===== config.mk =====
export PLATFORM = sky130hd
export DESIGN_NAME = wbram_layer_sequencer
export DESIGN_NICKNAME = d
export VERILOG_FILES = /design/src/rtl/wbram_layer_sequencer.sv
export SDC_FILE = /design/constraint.sdc
export NUM_CORES = 1
export LEC_CHECK = 0
export ABC_AREA = 1
export CAP_MARGIN = 10
export CORE_MARGIN = 1
export CORE_UTILIZATION = 55
export CTS_CLUSTER_DIAMETER = 120
export CTS_CLUSTER_SIZE = 25
export DETAILED_ROUTE_END_ITERATION = 6
export GPL_TIMING_DRIVEN = 1
export PLACE_DENSITY = 0.78
export SLEW_MARGIN = 15
export SYNTH_ARGS = -nofsm -noshare
export SYNTH_HDL_FRONTEND = slang
export SYNTH_SLANG_ARGS = --single-unit

===== constraint.sdc =====
create_clock -name clk -period 3.29 [get_ports clk]
set_input_delay 0.8225 -clock clk [delete_from_list [all_inputs] [get_ports clk]]
set_output_delay 0.8225 -clock clk [all_outputs]
set_load 0.02 [all_outputs]

===== src/rtl/wbram_layer_sequencer.sv =====
// rtl/wbram_layer_sequencer.sv - layer parameter store and two-slot weight-RAM fill/consume sequencer
module wbram_layer_sequencer #(
    parameter int MAX_OUT_CHANNEL = 128,
    parameter int MAX_IN_CHANNEL  = 45,
    parameter int MAX_KERNEL_SIZE = 5,
    parameter int MAX_NUM_LAYERS  = 4,
    parameter int PARAM_WIDTH     = $clog2(MAX_OUT_CHANNEL) + $clog2(MAX_IN_CHANNEL) +
                                    $clog2(MAX_KERNEL_SIZE) + $clog2(MAX_OUT_CHANNEL*MAX_KERNEL_SIZE)
) (
    input  logic                   clk,
    input  logic                   rst_n,
    input  logic                   start,
    input  logic [PARAM_WIDTH-1:0] cfg_data,
    input  logic                   cfg_valid,
    output logic                   cfg_ready,
    output logic                   wr_start,
    output logic [PARAM_WIDTH-1:0] wr_param,
    input  logic                   wr_done,
    output logic [PARAM_WIDTH-1:0] pe_param_data,
    output logic                   pe_param_valid,
    input  logic                   pe_param_ready,
    output logic [1:0]             pe_ptr_data,
    output logic                   pe_ptr_valid,
    input  logic                   pe_ptr_ready,
    input  logic                   rd_done,
    output logic                   busy,
    output logic                   done
);
    localparam int NL_W  = $clog2(MAX_NUM_LAYERS) + 1;
    localparam int IDX_W = (MAX_NUM_LAYERS > 1) ? $clog2(MAX_NUM_LAYERS) : 1;

    typedef enum logic [2:0] {IDLE, CFG_NL, CFG_LAYER, RUN, FIN} state_e;
    state_e state_q, state_d;

    logic [PARAM_WIDTH-1:0] regfile_q [MAX_NUM_LAYERS];
    logic [NL_W-1:0]        num_layers_q, cfg_idx_q, fill_idx_q, pe_idx_q;
    logic [1:0]             wr_ptr_q, rd_ptr_q, wr_ptr_inc;
    logic                   fill_out_q, layer_out_q, param_is_layer_q;
    logic                   wr_start_q, pe_param_valid_q, pe_ptr_valid_q, done_q;
    logic [PARAM_WIDTH-1:0] wr_param_q, pe_param_data_q;
    logic [1:0]             pe_ptr_data_q;

    logic            cfg_ready_c, busy_c, fin_c;
    logic            cfg_fire, start_fire, run_entry, fill_go, wr_adv, rd_adv;
    logic            param_fire, layer_load, full, empty;
    logic [NL_W-1:0] nl_raw, nl_clamped;

    assign cfg_fire   = cfg_valid && cfg_ready_c;
    assign start_fire = (state_q == IDLE) && start;
    assign nl_raw     = cfg_data[NL_W-1:0];
    assign nl_clamped = (nl_raw > NL_W'(MAX_NUM_LAYERS)) ? NL_W'(MAX_NUM_LAYERS) : nl_raw;
    // Two slots: bit0 selects the slot, bit1 distinguishes full from empty
    assign empty      = (wr_ptr_q == rd_ptr_q);
    assign full       = (wr_ptr_q[0] == rd_ptr_q[0]) && (wr_ptr_q[1] != rd_ptr_q[1]);
    assign wr_ptr_inc = wr_ptr_q + 2'd1;
    assign run_entry  = (state_q == CFG_LAYER) && (state_d == RUN);
    assign fill_go    = (state_q == RUN) && !fill_out_q && !full && (fill_idx_q < num_layers_q);
    assign wr_adv     = wr_done && fill_out_q;
    assign rd_adv     = rd_done && layer_out_q;
    assign param_fire = pe_param_valid_q && pe_param_ready;
    assign layer_load = (state_q == RUN) && !empty && !layer_out_q && !pe_param_valid_q;

    always_ff @(posedge clk or negedge rst_n) begin
        if (!rst_n) state_q <= IDLE;
        else        state_q <= state_d;
    end

    always_comb begin
        state_d = state_q;
        case (state_q)
            IDLE:      if (start) state_d = CFG_NL;
            CFG_NL:    if (cfg_fire) state_d = (nl_clamped == '0) ? FIN : CFG_LAYER;
            CFG_LAYER: if (cfg_fire && (cfg_idx_q == num_layers_q - NL_W'(1))) state_d = RUN;
            RUN:       if (pe_idx_q == num_layers_q) state_d = FIN;
            FIN:       state_d = IDLE;
            default:   state_d = IDLE;
        endcase
    end

    always_comb begin
        cfg_ready_c = (state_q == CFG_NL) || (state_q == CFG_LAYER);
        busy_c      = (state_q != IDLE);
        fin_c       = (state_q == FIN);
    end

    always_ff @(posedge clk) begin
        if ((state_q == CFG_LAYER) && cfg_fire) regfile_q[cfg_idx_q[IDX_W-1:0]] <= cfg_data;
    end

    always_ff @(posedge clk or negedge rst_n) begin
        if (!rst_n) begin
            num_layers_q     <= '0;
            cfg_idx_q        <= '0;
            fill_idx_q       <= '0;
            pe_idx_q         <= '0;
            wr_ptr_q         <= '0;
            rd_ptr_q         <= '0;
            fill_out_q       <= 1'b0;
            layer_out_q      <= 1'b0;
            param_is_layer_q <= 1'b0;
            wr_start_q       <= 1'b0;
            wr_param_q       <= '0;
            pe_param_valid_q <= 1'b0;
            pe_param_data_q  <= '0;
            pe_ptr_valid_q   <= 1'b0;
            pe_ptr_data_q    <= '0;
            done_q           <= 1'b0;
        end else if (start_fire) begin
            cfg_idx_q        <= '0;
            fill_idx_q       <= '0;
            pe_idx_q         <= '0;
            wr_ptr_q         <= '0;
            rd_ptr_q         <= '0;
            fill_out_q       <= 1'b0;
            layer_out_q      <= 1'b0;
            param_is_layer_q <= 1'b0;
            wr_start_q       <= 1'b0;
            pe_param_valid_q <= 1'b0;
            pe_ptr_valid_q   <= 1'b0;
            done_q           <= 1'b0;
        end else begin
            done_q <= fin_c;
            if ((state_q == CFG_NL) && cfg_fire)    num_layers_q <= nl_clamped;
            if ((state_q == CFG_LAYER) && cfg_fire) cfg_idx_q    <= cfg_idx_q + NL_W'(1);

            wr_start_q <= fill_go;
            if (fill_go) begin
                wr_param_q <= regfile_q[fill_idx_q[IDX_W-1:0]];
                fill_out_q <= 1'b1;
            end else if (wr_adv) begin
                wr_ptr_q   <= wr_ptr_inc;
                fill_idx_q <= fill_idx_q + NL_W'(1);
                fill_out_q <= 1'b0;
            end

            if (rd_adv) begin
                rd_ptr_q    <= rd_ptr_q + 2'd1;
                pe_idx_q    <= pe_idx_q + NL_W'(1);
                layer_out_q <= 1'b0;
            end

            // The first word of a run is the layer count; only later words occupy a slot
            if (run_entry) begin
                pe_param_valid_q <= 1'b1;
                pe_param_data_q  <= PARAM_WIDTH'(num_layers_q);
                param_is_layer_q <= 1'b0;
            end else if (layer_load) begin
                pe_param_valid_q <= 1'b1;
                pe_param_data_q  <= regfile_q[pe_idx_q[IDX_W-1:0]];
                param_is_layer_q <= 1'b1;
            end else if (param_fire) begin
                pe_param_valid_q <= 1'b0;
                if (param_is_layer_q) layer_out_q <= 1'b1;
            end

            if (wr_adv) begin
                pe_ptr_data_q  <= wr_ptr_inc;
                pe_ptr_valid_q <= 1'b1;
            end else if (pe_ptr_valid_q && pe_ptr_ready) begin
                pe_ptr_valid_q <= 1'b0;
            end
        end
    end

    assign cfg_ready      = cfg_ready_c;
    assign busy           = busy_c;
    assign done           = done_q;
    assign wr_start       = wr_start_q;
    assign wr_param       = wr_param_q;
    assign pe_param_valid = pe_param_valid_q;
    assign pe_param_data  = pe_param_data_q;
    assign pe_ptr_valid   = pe_ptr_valid_q;
    assign pe_ptr_data    = pe_ptr_data_q;
endmodule


==> impl_results.md, run 1 <==
- Antenna cells: 0
- Status: finished, final reports clean
- Largest family of logic cells by synthesized area: simple AND/OR/NAND/NOR gates
- Core Area: approximately 15000 um^2
- Clk root buf: clkbuf_16
- Total CTS buffers: 17
- WL met1: slightly above 8 mm
- Final GP Congestion: roughly 0.84
- Ports: 94
- CP cell instances: inv_1 > nand3_1 > nand2_1 > clkdlybuf4s50_1
- Simple-gate share of the synthesized area: 0.147
- DP Wirelength: around 12 mm
- Remaining global-route overflow: 0
- Syn Nets: 902
- Worst vdd ir: slightly below 500 uV
- Predominant post-synthesis flop cell: edfxtp_1
- Worst-skew pair later-pin latency: between 0.4 and 0.5 ns
- Crit path max-delay cell type: clkdlybuf4s50_1
- Final Util: 0.676
- PortBufs: 93
- Flop pwr share: 0.394
- CP startpoint kind: flop
- Initial antenna violation count: 0
- Max-cap viol count: 0
- # fillers: between 1000 and 1500
- Hold Path Class: primary input to asynchronous set/reset pin
- CP endpoint kind: output port
- Biggest area consumer among synthesized cells: edfxtp_1
- Final setup violation count: 0
- Clock tree buffer depth: 2
- Synth warn: 0
- Clk pwr share: 0.228
- Crit-path max FO: 4
- F_max: 383 MHz
- Die area: ~16000 um^2
- Tot GR Track Use: 0.263
- Hold buffer count at cts: 0
- Die Ht: roughly 120 um
- Slew headroom: 0.364
- Unrepaired setup endpoints after global routing: no
- NumNets Final: approximately 980
- Vias: around 6400
- Clock transition at the registers of the reported paths: 0.06 ns
- Synth top area cells: edfxtp_1 (38%), dfrtp_1 (24%), nand2_1 (8.8%), o21ai_0 (6.9%), a21oi_1 (5.1%)
- WL met2: a little over 9 mm
- H-tree levels: 4
- Antenna-violating nets left: 0
- Pwr/cell area: around 850 nW/um^2
- Die X: around 120 um
- Compound-gate portion of the synthesized area: 0.146
- Rows: 44
- Post-CTS resize count: 0
- Share of post-route cells with drive strength above 1: 0.0681
- Final Skew: 0.00926 ns
- Synth cell count leaders: nand2_1 (194), o21ai_0 (114), edfxtp_1 (104)
- Yosys cell types: 36
- Tmin final: between 2 and 3 ns
- CTS tree: done
- Mux contribution to synthesized area: 0
- Postcts setup bufs: 0
- Number of synthesized register bits: approximately 180
- Setup Total Neg Slack: 0 ns
- P&R area growth vs syn: 19.5%
- Switch share: 0.370
- Fraction of registers with async set/reset: 0.435
- First-pass GRT wire length: between 30 and 40 mm
- DP Area: 9310 um^2
- Residual DRC count: 0
- Top cell type's share of synthesized area: 0.378
- Largest net degree at the start of global routing: 68
- EDFF count, synth: 104
- Internal: 5.30 mW
- Post-Synth XOR/XNOR Area: 0.00424
- Max Transition Viols Final: 0
- Comb pwr share: 0.379
- Starting Density: 0.566
- Critical path class: flop to output port
- Synthesized area: 8260 um^2
- Crit-path max cell delay: between 0.5 and 0.6 ns
- Vias in the first global route: 6128
- Fin. Hold Viols: 0
- Total wire length: 19.4 mm
- Synth Area in Adders: 0.0136
- Pre-antenna DRT Iters: 5
- Post-Syn Instances: approximately 860
- Switching pwr: roughly 3.1 mW
- WL/cell: 17.0 um
- Drt via density: 5.63
- Clock sink count: 184
- LEAKAGE: ~4.2 nW
- WL met3: approximately 1.5 mm
- Post-Syn Area per Cell: ~9.6 um^2
- Worst slew pin tran: about 0.95 ns
- Required time of the critical path: between 2 and 2.5 ns
- Sequential share of the synthesized area: 0.621
- Period utilization: 0.794
- Top-count cell post-synth: nand2_1
- DR iter-0 viols: about 550
- Top layer in use: met4
- CP Data Arrival Time: 1.79 ns
- Post-route cell area: 9870 um^2
==> cells by family (layout without fill, tap and decap cells) <==
logic type	count (synthesis)	in the layout
and+or+nand+nor	297	297
AOI/OAI and AO/OA	234	234
DFF	184	184
buffers and inverters	131	226
adders and majority gates	9	9
xor gates and xnor gates	4	4
==> power groups by stage <==
stage	clock [mW]	combinational, mW	sequential, mW
2_1_floorplan	0	1.61	3.66
6_report	1.92	3.19	3.31
3_3_place_gp	0	3.10	3.34
5_1_grt	2.03	3.53	3.38
4_1_cts	1.94	3.20	3.31
3_5_place_dp	0	3.18	3.34
==> stage by stage <==
| step | worst slack [ns] | power, mW | cells | hold WS [ns] |
|---|---|---|---|---|
| after floorplan | 0.789 | 5.27 | 859 | 0.453 |
| after global placement | 0.903 | 6.44 | 1106 | 0.465 |
| after detailed placement | 0.903 | 6.52 | 1106 | 0.469 |
| after CTS | 0.659 | 8.45 | 1138 | 0.453 |
| after global routing | 0.558 | 8.95 | 1138 | 0.482 |
| final | 0.677 | 8.42 | 1138 | 0.434 |
==> final timing paths <==
path	start	to	slack, ns	cells past startpoint
worst max-delay path	state_q[1]	cfg_ready	0.68	4
worst min-delay path	rst_n	cfg_idx_q[1]	0.43	1
worst max register to register	state_q[2]	pe_param_data[16]	1.24	7
worst min register to register	wr_param[22]	wr_param[22]	0.48	2
max in group asynchronous	rst_n	pe_param_data[24]	2.16	2
min in group clk	wr_param[22]	wr_param[22]	0.48	2
==> area by class of cell <==
| cell class | instances | area, um^2 | share of cell area |
|---|---|---|---|
| Clock inverter | 12 | 100 | 0.0101 |
| Inverter | 85 | 324 | 0.0328 |
| Clock buffer | 20 | 457 | 0.0463 |
| Timing Repair Buffer | 109 | 1050 | 0.106 |
| Multi-Input combinational cell | 544 | 2580 | 0.262 |
| Tap cell | 184 | 230 | 0.0233 |
| Sequential cell | 184 | 5130 | 0.520 |
==> layer usage <==
metal	GRT usage	vias up
met1	0.355	3030
met5	0	-
li1	-	3057
met2	0.417	292
met4	0.104	0
met3	0.0554	31
==> state kept, by name (all words and copies together) (netlist names), 3 cells and up <==
signal and count:
regfile_q 104, fill_idx_q 3, num_layers_q 3, cfg_idx_q 3
wr_param 26, state_q 3, pe_param_data 26, pe_idx_q 3
==> critical path, delay by kind of cell, from the launching register on <==
kind          cells  cell delay [ns]
simple gates      2             0.26
flops             1             0.41
buf+inv           2             0.70
==> cell usage in the layout, fill, tap and decap left out, drive strengths merged, types with 4 or more instances in the layout <==
master         count
clkdlybuf4s50     92
ha                 9
inv               86
nor2              52
nand2            196
clkbuf            20
a21oi             85
clkinv             9
o211ai             4
dfrtp             80
edfxtp           104
o21ai            137
buf               17
xnor2              4
nand3             43
Note: power is estimated with default switching activity, not from simulation.
==> run 2, diff against run 1 <==
--- a/config.mk
+++ b/config.mk
@@ -8,12 +8,12 @@
 export ABC_AREA = 1
 export CAP_MARGIN = 10
 export CORE_MARGIN = 1
-export CORE_UTILIZATION = 55
+export CORE_UTILIZATION = 51
 export CTS_CLUSTER_DIAMETER = 120
 export CTS_CLUSTER_SIZE = 25
 export DETAILED_ROUTE_END_ITERATION = 6
 export GPL_TIMING_DRIVEN = 1
-export PLACE_DENSITY = 0.78
+export PLACE_DENSITY = 0.76
 export SLEW_MARGIN = 15
 export SYNTH_ARGS = -nofsm -noshare
 export SYNTH_HDL_FRONTEND = slang
==> constraint.sdc (replaced) <==
create_clock -name clk -period 2.36 [get_ports clk]
set_input_delay 0.59 -clock clk [delete_from_list [all_inputs] [get_ports clk]]
set_output_delay 0.59 -clock clk [all_outputs]
set_load 0.02 [all_outputs]
==> impl_results.md, run 2 (synthesis gave the netlist of run 1 again) <==
- Total CTS buffers: 17
- NumNets Final: about 1000
- Remaining global-route overflow: 0
- Max FFs per register: 104
- Slew headroom: 0.498
- Ports: 94
- Final GP Congestion: around 0.81
- Switch share: 0.371
- Final setup violation count: 0
- Initial antenna violation count: 0
- Starting Density: 0.522
- Multi-input gate area: between 2000 and 3000 um^2
- Vias: approximately 6300
- Hold buffer count at cts: 0
- Most common cell after layout, fill and taps aside: nand2_1
- Antenna-violating nets left: 0
- Vias in the first global route: between 5000 and 6000
- Crit path max-delay cell type: clkdlybuf4s50_1
- Internal: ~7.4 mW
- Sequential cell area: 5130 um^2
- Residual DRC count: 0
- CP Data Arrival Time: roughly 1.6 ns
- CP endpoint kind: output port
- Switching pwr: ~4.4 mW
- Comb pwr share: 0.383
- Period utilization: 0.927
- Clock tree buffer depth: 2
- First-pass GRT wire length: around 31 mm
- Crit-path max cell delay: ~0.6 ns
- Final Skew: between 0.008 and 0.009 ns
- Crit-path max FO: 4
- Tmin final: 2.19 ns
- Fin. Hold Viols: 0
- Max-cap viol count: 0
- Clock sink count: ~180
- DR iter-0 viols: ~520
- Largest net degree at the start of global routing: 68
- Worst-skew pair later-pin latency: ~0.44 ns
- Tot GR Track Use: 0.252
- P&R area growth vs syn: 21.3%
- Worst slew pin tran: ~0.75 ns
- Unrepaired setup endpoints after global routing: no
- Antenna cells: 0
- Flop pwr share: 0.392
- Final Util: 0.633
- Most frequent cells in the layout: nand2_1 (194), o21ai_0 (114), edfxtp_1 (104)
- LEAKAGE: between 4 and 5 nW
- Clock transition at the registers of the reported paths: about 0.06 ns
- Hold Path Class: primary input to asynchronous set/reset pin
- Total wire length: roughly 20 mm
- Status: finished, final reports clean
- Pwr/cell area: ~1200 nW/um^2
- # fillers: roughly 1200
- PortBufs: 93
- DP Wirelength: 12.5 mm
- Rows: 46
- Worst vdd ir: ~860 uV
- F_max: 457 MHz
- Core Area: between 15000 and 20000 um^2
- Setup Total Neg Slack: 0 ns
- Required time of the critical path: roughly 1.8 ns
- Critical path class: flop to output port
- Die area: between 15000 and 20000 um^2
- H-tree levels: 4
- Clk root buf: clkbuf_16
- CP startpoint kind: flop
- Drt via density: 5.37
- CTS tree: done
- CP cell instances: inv_1 > nand3_1 > clkdlybuf4s50_1
- Clk pwr share: 0.225
- Max Transition Viols Final: 0
- Die X: about 130 um
- Pre-antenna DRT Iters: 5
- WL/cell: about 17 um
- Share of post-route cells with drive strength above 1: 0.0768
- Die Ht: approximately 130 um
## run 2: cell types whose count changed in the layout (fill, tap and decap cells not counted), moves of 2 or more
cell / before / now
clkinv_4: 3 / 1
buf_4: 17 / 23
buf_12: 0 / 4
clkinvlp_4: 1 / 4
## run 2: final timing paths
path                                 start               end  slack (ns)  depth (start not counted)
max reg2reg                num_layers_q[0]  pe_param_data[4]        0.43                          9
min reg2reg                   wr_param[19]      wr_param[19]        0.48                          2
min                                  rst_n              done        0.08                          1
max in group asynchronous            rst_n       pe_idx_q[0]        1.63                          2
min in group clk              wr_param[19]      wr_param[19]        0.48                          2
max                             state_q[1]              busy        0.17                          3
## run 2: final cells by class
cell class / instances / share of cell area
Timing Repair Buffer: 119 / 0.117
Sequential cell: 184 / 0.512
Tap cell: 216 / 0.0270
Multi-Input combinational cell: 544 / 0.258
Clock buffer: 20 / 0.0446
Clock inverter: 12 / 0.00999
Inverter: 85 / 0.0323
## run 2: repair_timing
item,CTS,global route
setup endpoints to repair,1,0
buffers inserted,0,0
gates resized for setup,1,0
## run 2: metal layers
metal | GRT usage | vias up | share of wire
li1 | - | 3073 | -
met2 | 0.396 | 273 | 0.46
met1 | 0.343 | 2968 | 0.45
met3 | 0.0623 | 24 | 0.075
met5 | 0 | - | 0
met4 | 0.0858 | 0 | 0.016
## run 2: power by group through the flow
| stage | logic (mW) | registers [mW] | clock network (mW) |
|---|---|---|---|
| 2_1_floorplan | 2.24 | 5.10 | 0 |
| 3_3_place_gp | 4.43 | 4.68 | 0 |
| 3_5_place_dp | 4.52 | 4.66 | 0 |
| 4_1_cts | 4.54 | 4.62 | 2.68 |
| 5_1_grt | 5.00 | 4.71 | 2.83 |
| 6_report | 4.53 | 4.62 | 2.66 |
## run 2: per-stage QoR
stage | worst slack [ns] | instances | area [um^2] | power [mW] | hold WS, ns
floorplan | 0.0116 | 859 | 8260 | 7.34 | 0.294
global placement | 0.272 | 1148 | 9480 | 9.10 | 0.465
detailed placement | 0.239 | 1148 | 9480 | 9.18 | 0.465
CTS | 0.164 | 1180 | 10000 | 11.8 | 0.0884
global route | 0.0883 | 1180 | 10000 | 12.5 | 0.107
finish | 0.173 | 1180 | 10000 | 11.8 | 0.0848
## run 2: worst max-delay path, delay by kind of cell (launching register included)
family,cells,cell delay [ns]
buf+inv,2,0.69
flops,1,0.40
simple gates,1,0.08
==> run 3, diff against run 2 <==
--- a/config.mk
+++ b/config.mk
@@ -13,7 +13,7 @@
 export CTS_CLUSTER_SIZE = 25
 export DETAILED_ROUTE_END_ITERATION = 6
 export GPL_TIMING_DRIVEN = 1
-export PLACE_DENSITY = 0.76
+export PLACE_DENSITY = 0.83
 export SLEW_MARGIN = 15
 export SYNTH_ARGS = -nofsm -noshare
 export SYNTH_HDL_FRONTEND = slang
==> impl_results.md, run 3 (synthesis gave the netlist of run 1 again) <==
- Status: finished, final reports clean
- Clk root buf: clkbuf_16
- Drt via density: around 5.6
- Period utilization: 0.940
- Share of post-route cells with drive strength above 1: 0.0691
- Most common cell after layout, fill and taps aside: nand2_1
- Slew headroom: 0.488
- DP Wirelength: between 10 and 15 mm
- Max Transition Viols Final: 0
- Remaining global-route overflow: 0
- Total wire length: 19.6 mm
- Antenna-violating nets left: 0
- Vias in the first global route: approximately 6200
- Clock tree buffer depth: 2
- Tot GR Track Use: 0.247
- Starting Density: 0.522
- WL/cell: 16.7 um
- Tmin final: 2.22 ns
- DR iter-0 viols: 717
- Pwr/cell area: 1170 nW/um^2
- Fin. Hold Viols: 0
- Crit-path max FO: 4
- Setup Total Neg Slack: 0 ns
- Sequential cell area: roughly 5100 um^2
- H-tree levels: 4
- Die area: roughly 17000 um^2
- Worst-skew pair later-pin latency: between 0.4 and 0.5 ns
- Initial antenna violation count: 0
- P&R area growth vs syn: 20.7%
- Rows: 46
- Final Skew: 0.00848 ns
- Worst vdd ir: slightly above 800 uV
- Worst R2R Path Depth: 7
- Vias: between 6000 and 7000
- Core Area: 15800 um^2
- CP startpoint kind: flop
- Ports: 94
- Final GP Congestion: 0.816
- NumNets Final: between 900 and 1000
- Hold buffer count at cts: 0
- Postcts setup bufs: 0
- Required time of the critical path: 1.77 ns
- F_max: roughly 450 MHz
- CTS tree: done
- First-pass GRT wire length: ~31 mm
- # fillers: 1237
- Post-CTS resize count: 1
- Final setup violation count: 0
- CP Data Arrival Time: 1.63 ns
- Antenna cells: 0
- Die X: 129 um
- CP endpoint kind: output port
- Residual DRC count: 0
- Critical path class: flop to output port
- Die Ht: 129 um
- Max FFs per register: about 100
- Hold Path Class: primary input to asynchronous set/reset pin
- Worst slew pin tran: 0.767 ns
- Total CTS buffers: 17
- Most frequent cells in the layout: nand2_1 (194), o21ai_0 (114), edfxtp_1 (104)
- Power Total: between 10 and 15 mW
- Max-cap viol count: 0
- Clock transition at the registers of the reported paths: 0.07 ns
- PortBufs: 93
- Unrepaired setup endpoints after global routing: no
- Largest net degree at the start of global routing: 48
- Clock sink count: around 180
- Multi-input gate area: roughly 2600 um^2
- LEAKAGE: 4.23 nW
- Pre-antenna DRT Iters: 6
run 3: final timing paths:
path	slack, ns	start	end
worst max-delay path	0.14	state_q[1]	busy
worst min-delay path	0.10	rst_n	done
worst max register to register	0.38	num_layers_q[2]	wr_param[14]
worst min register to register	0.48	wr_param[6]	wr_param[6]
max in group asynchronous	1.65	rst_n	pe_idx_q[0]
min in group clk	0.48	wr_param[6]	wr_param[6]
run 3: per-layer routing:
metal,wire (um),GRT usage
met5,0,0
met4,507,0.119
met3,1780,0.0545
met2,9280,0.392
met1,7990,0.325
run 3: final cells by class:
type                    instances  area share
well taps                     216      0.0271
clock inverters                12     0.00753
inverters                      85      0.0325
multi-input cells             544       0.259
flip-flops and latches        184       0.515
clock buffers                  20      0.0460
repair buffers                110       0.113
run 3: worst max-delay path, cell delays in order (launching register included):
cell	delay, ns
dfrtp_1	0.40
inv_1	0.09
nand3_1	0.09
clkdlybuf4s50_1	0.61
run 3: metrics by stage:
stage	cell area [um^2]	cells	setup slack [ns]	util	hold slack [ns]
after floorplan	8260	859	0.0116	-	0.294
after global placement	9430	1139	0.235	0.596	0.464
after detailed placement	9430	1139	0.196	0.596	0.464
after CTS	9970	1171	0.120	0.630	0.116
after global routing	9970	1171	0.0443	0.630	0.133
final	9970	1171	0.142	0.630	0.101
run 3: power breakdown:
| part | switching [mW] | internal, mW |
|---|---|---|
| logic | 2.75 | 1.78 |
| clock network | 1.17 | 1.40 |
| registers | 0.466 | 4.14 |
| total | 4.39 | 7.32 |
==> RTL edit, RTL diff (flow settings as in run 3) <==
Change the parameter `MAX_OUT_CHANNEL` from 128 to 64.
--- a/src/rtl/wbram_layer_sequencer.sv
+++ b/src/rtl/wbram_layer_sequencer.sv
@@ -1,6 +1,6 @@
 // rtl/wbram_layer_sequencer.sv - layer parameter store and two-slot weight-RAM fill/consume sequencer
 module wbram_layer_sequencer #(
-    parameter int MAX_OUT_CHANNEL = 128,
+    parameter int MAX_OUT_CHANNEL = 64,
     parameter int MAX_IN_CHANNEL  = 45,
     parameter int MAX_KERNEL_SIZE = 5,
     parameter int MAX_NUM_LAYERS  = 4,
Interface: changed (resized cfg_data, pe_param_data and wr_param); port bits go from 94 to 88. No check against the original RTL was run, so the function may have changed too.
==> RTL edit against run 3 <==
Synthesized area fell by 3.8%. Power fell by 1.0%. Sequential power fell by 6.5%. Sequential cell count fell by 12. Wire length fell by 5.8%. Worst hold slack improved by 13 ps. Setup slack improved by 40 ps. Highest routed layer unchanged. Clock skew rose by 0.79 ps. Cell area fell by 3.6%.
==> RTL edit: results (changes against run 3) <==
Run status
  – Status: completed

Routing
  – Drt pass-1 iters: 5 (-1)
  – Initial drt markers: 537 (-25%)
  – Vias: 6125 (-6.5%)
  – Vias/cell: 5.55 (-0.71%)
  – Drt total wl: 18.4 mm (-5.8%)

Placed design
  – Post-Place Cell Area: 0.00904 mm2 (-4.2%)
  – Placed Cells: 1071 (-6.0%)
  – Final HPWL DP: 12.0 mm (-2.4%)
  – Place WS: 276 ps (+79.4 ps)
  – Port bufs: 87 (-6.5%)

Yosys
  – Top cells by area, synth: edfxtp_1 (36%), dfrtp_1 (24%), o21ai_0 (7.4%), nand2_1 (6.4%), a21oi_1 (5.2%)
  – Synth warnings: 0 (unchanged)
  – Post-synth EDFFs: 96 (-7.7%)
  – Avg Cell Area, Syn: 9.75 um2 (+1.4%)
  – Compound-cell area share of the yosys netlist: 16.6% (+2.0 points)
  – Most frequent cells after synthesis: nand2_1 (136), o21ai_0 (118), inv_1 (109)
  – Xor/xnor share of the synthesized area: 0.551% (+0.13 points)
  – Post-Syn Nets: 856 (-5.1%)
  – Synth async-reset ratio: 44.2% (+0.71 points)
  – Post-Synth Adder-Cell Area: 1.42% (+0.054 points)

Setup path
  – R2R Path End: pe_param_data[10]
  – R2R depth: 9 (+2)
  – FF-to-FF setup slack: 410 ps (+30 ps)
  – Max stage delay on crit path: 590 ps (-20 ps)
  – Crit path arrival time: 1590 ps (-40 ps)
  – Critical Path Start: state_q[0]
  – Critical R2R Launch: num_layers_q[0]
  – Setup crit end: busy

Final layout
  – Nets: 943 (-4.3%)
  – Share of layout cells above drive strength 1: 11.0% (+4.1 points)
  – Max FFs per register: 96 (-7.7%)
  – Layout fillers: 1159 (-6.3%)

Timing
  – Clock Skew: 9.27 ps (+0.795 ps)
  – Rel. slew slack: 60.3% (+11 points)
  – Hold WS: 114 ps (+13.5 ps)
  – Fin crit period: 2180 ps (-39.5 ps)

Power and ir drop
  – Leakage: 4.16 nW (-1.6%)
  – VDD IR max: 0.000669 V (-18%)

CTS
  – Resize count post-CTS: 1 (unchanged)

Global route
  – Total track usage: 24.2% (-0.55 points)
  – Largest net degree at the start of global routing: 60 (+25%)

Worst hold path
  – HP Class: in2async
RTL edit: cell types whose count changed in the layout (fill, tap and decap cells not counted), sizes merged, moves of 6 or more:
cell           change
o21ai              +7
inv               +29
clkdlybuf4s50      -6
nor2               -9
nand2             -51
edfxtp             -8
buf                +7
RTL edit: layout make-up:
cell class | instances | area, um2 | area share, %
inverter | 112 | 420 | 4.37
clock buffer | 19 | 433 | 4.51
timing repair buffer | 111 | 1110 | 11.5
multi-input combinational | 488 | 2480 | 25.8
clock inverter | 13 | 141 | 1.47
sequential | 172 | 4790 | 49.8
tap | 188 | 235 | 2.45
RTL edit: routing by layer:
layer / GRT usage (%) / up-vias / share of wire, %
met4: 11.8 / 0 / 2.4
met5: 0 / - / 0
li1: - / 2894 / -
met1: 30.4 / 2918 / 41
met3: 4.77 / 40 / 7.2
met2: 40.2 / 273 / 49
RTL edit: power by group:
group          leakage [nW]  switching, mW  internal [mW]
Clock                 0.276           1.15           1.56
Combinational          2.05           2.78           1.79
Sequential             1.84          0.429           3.87
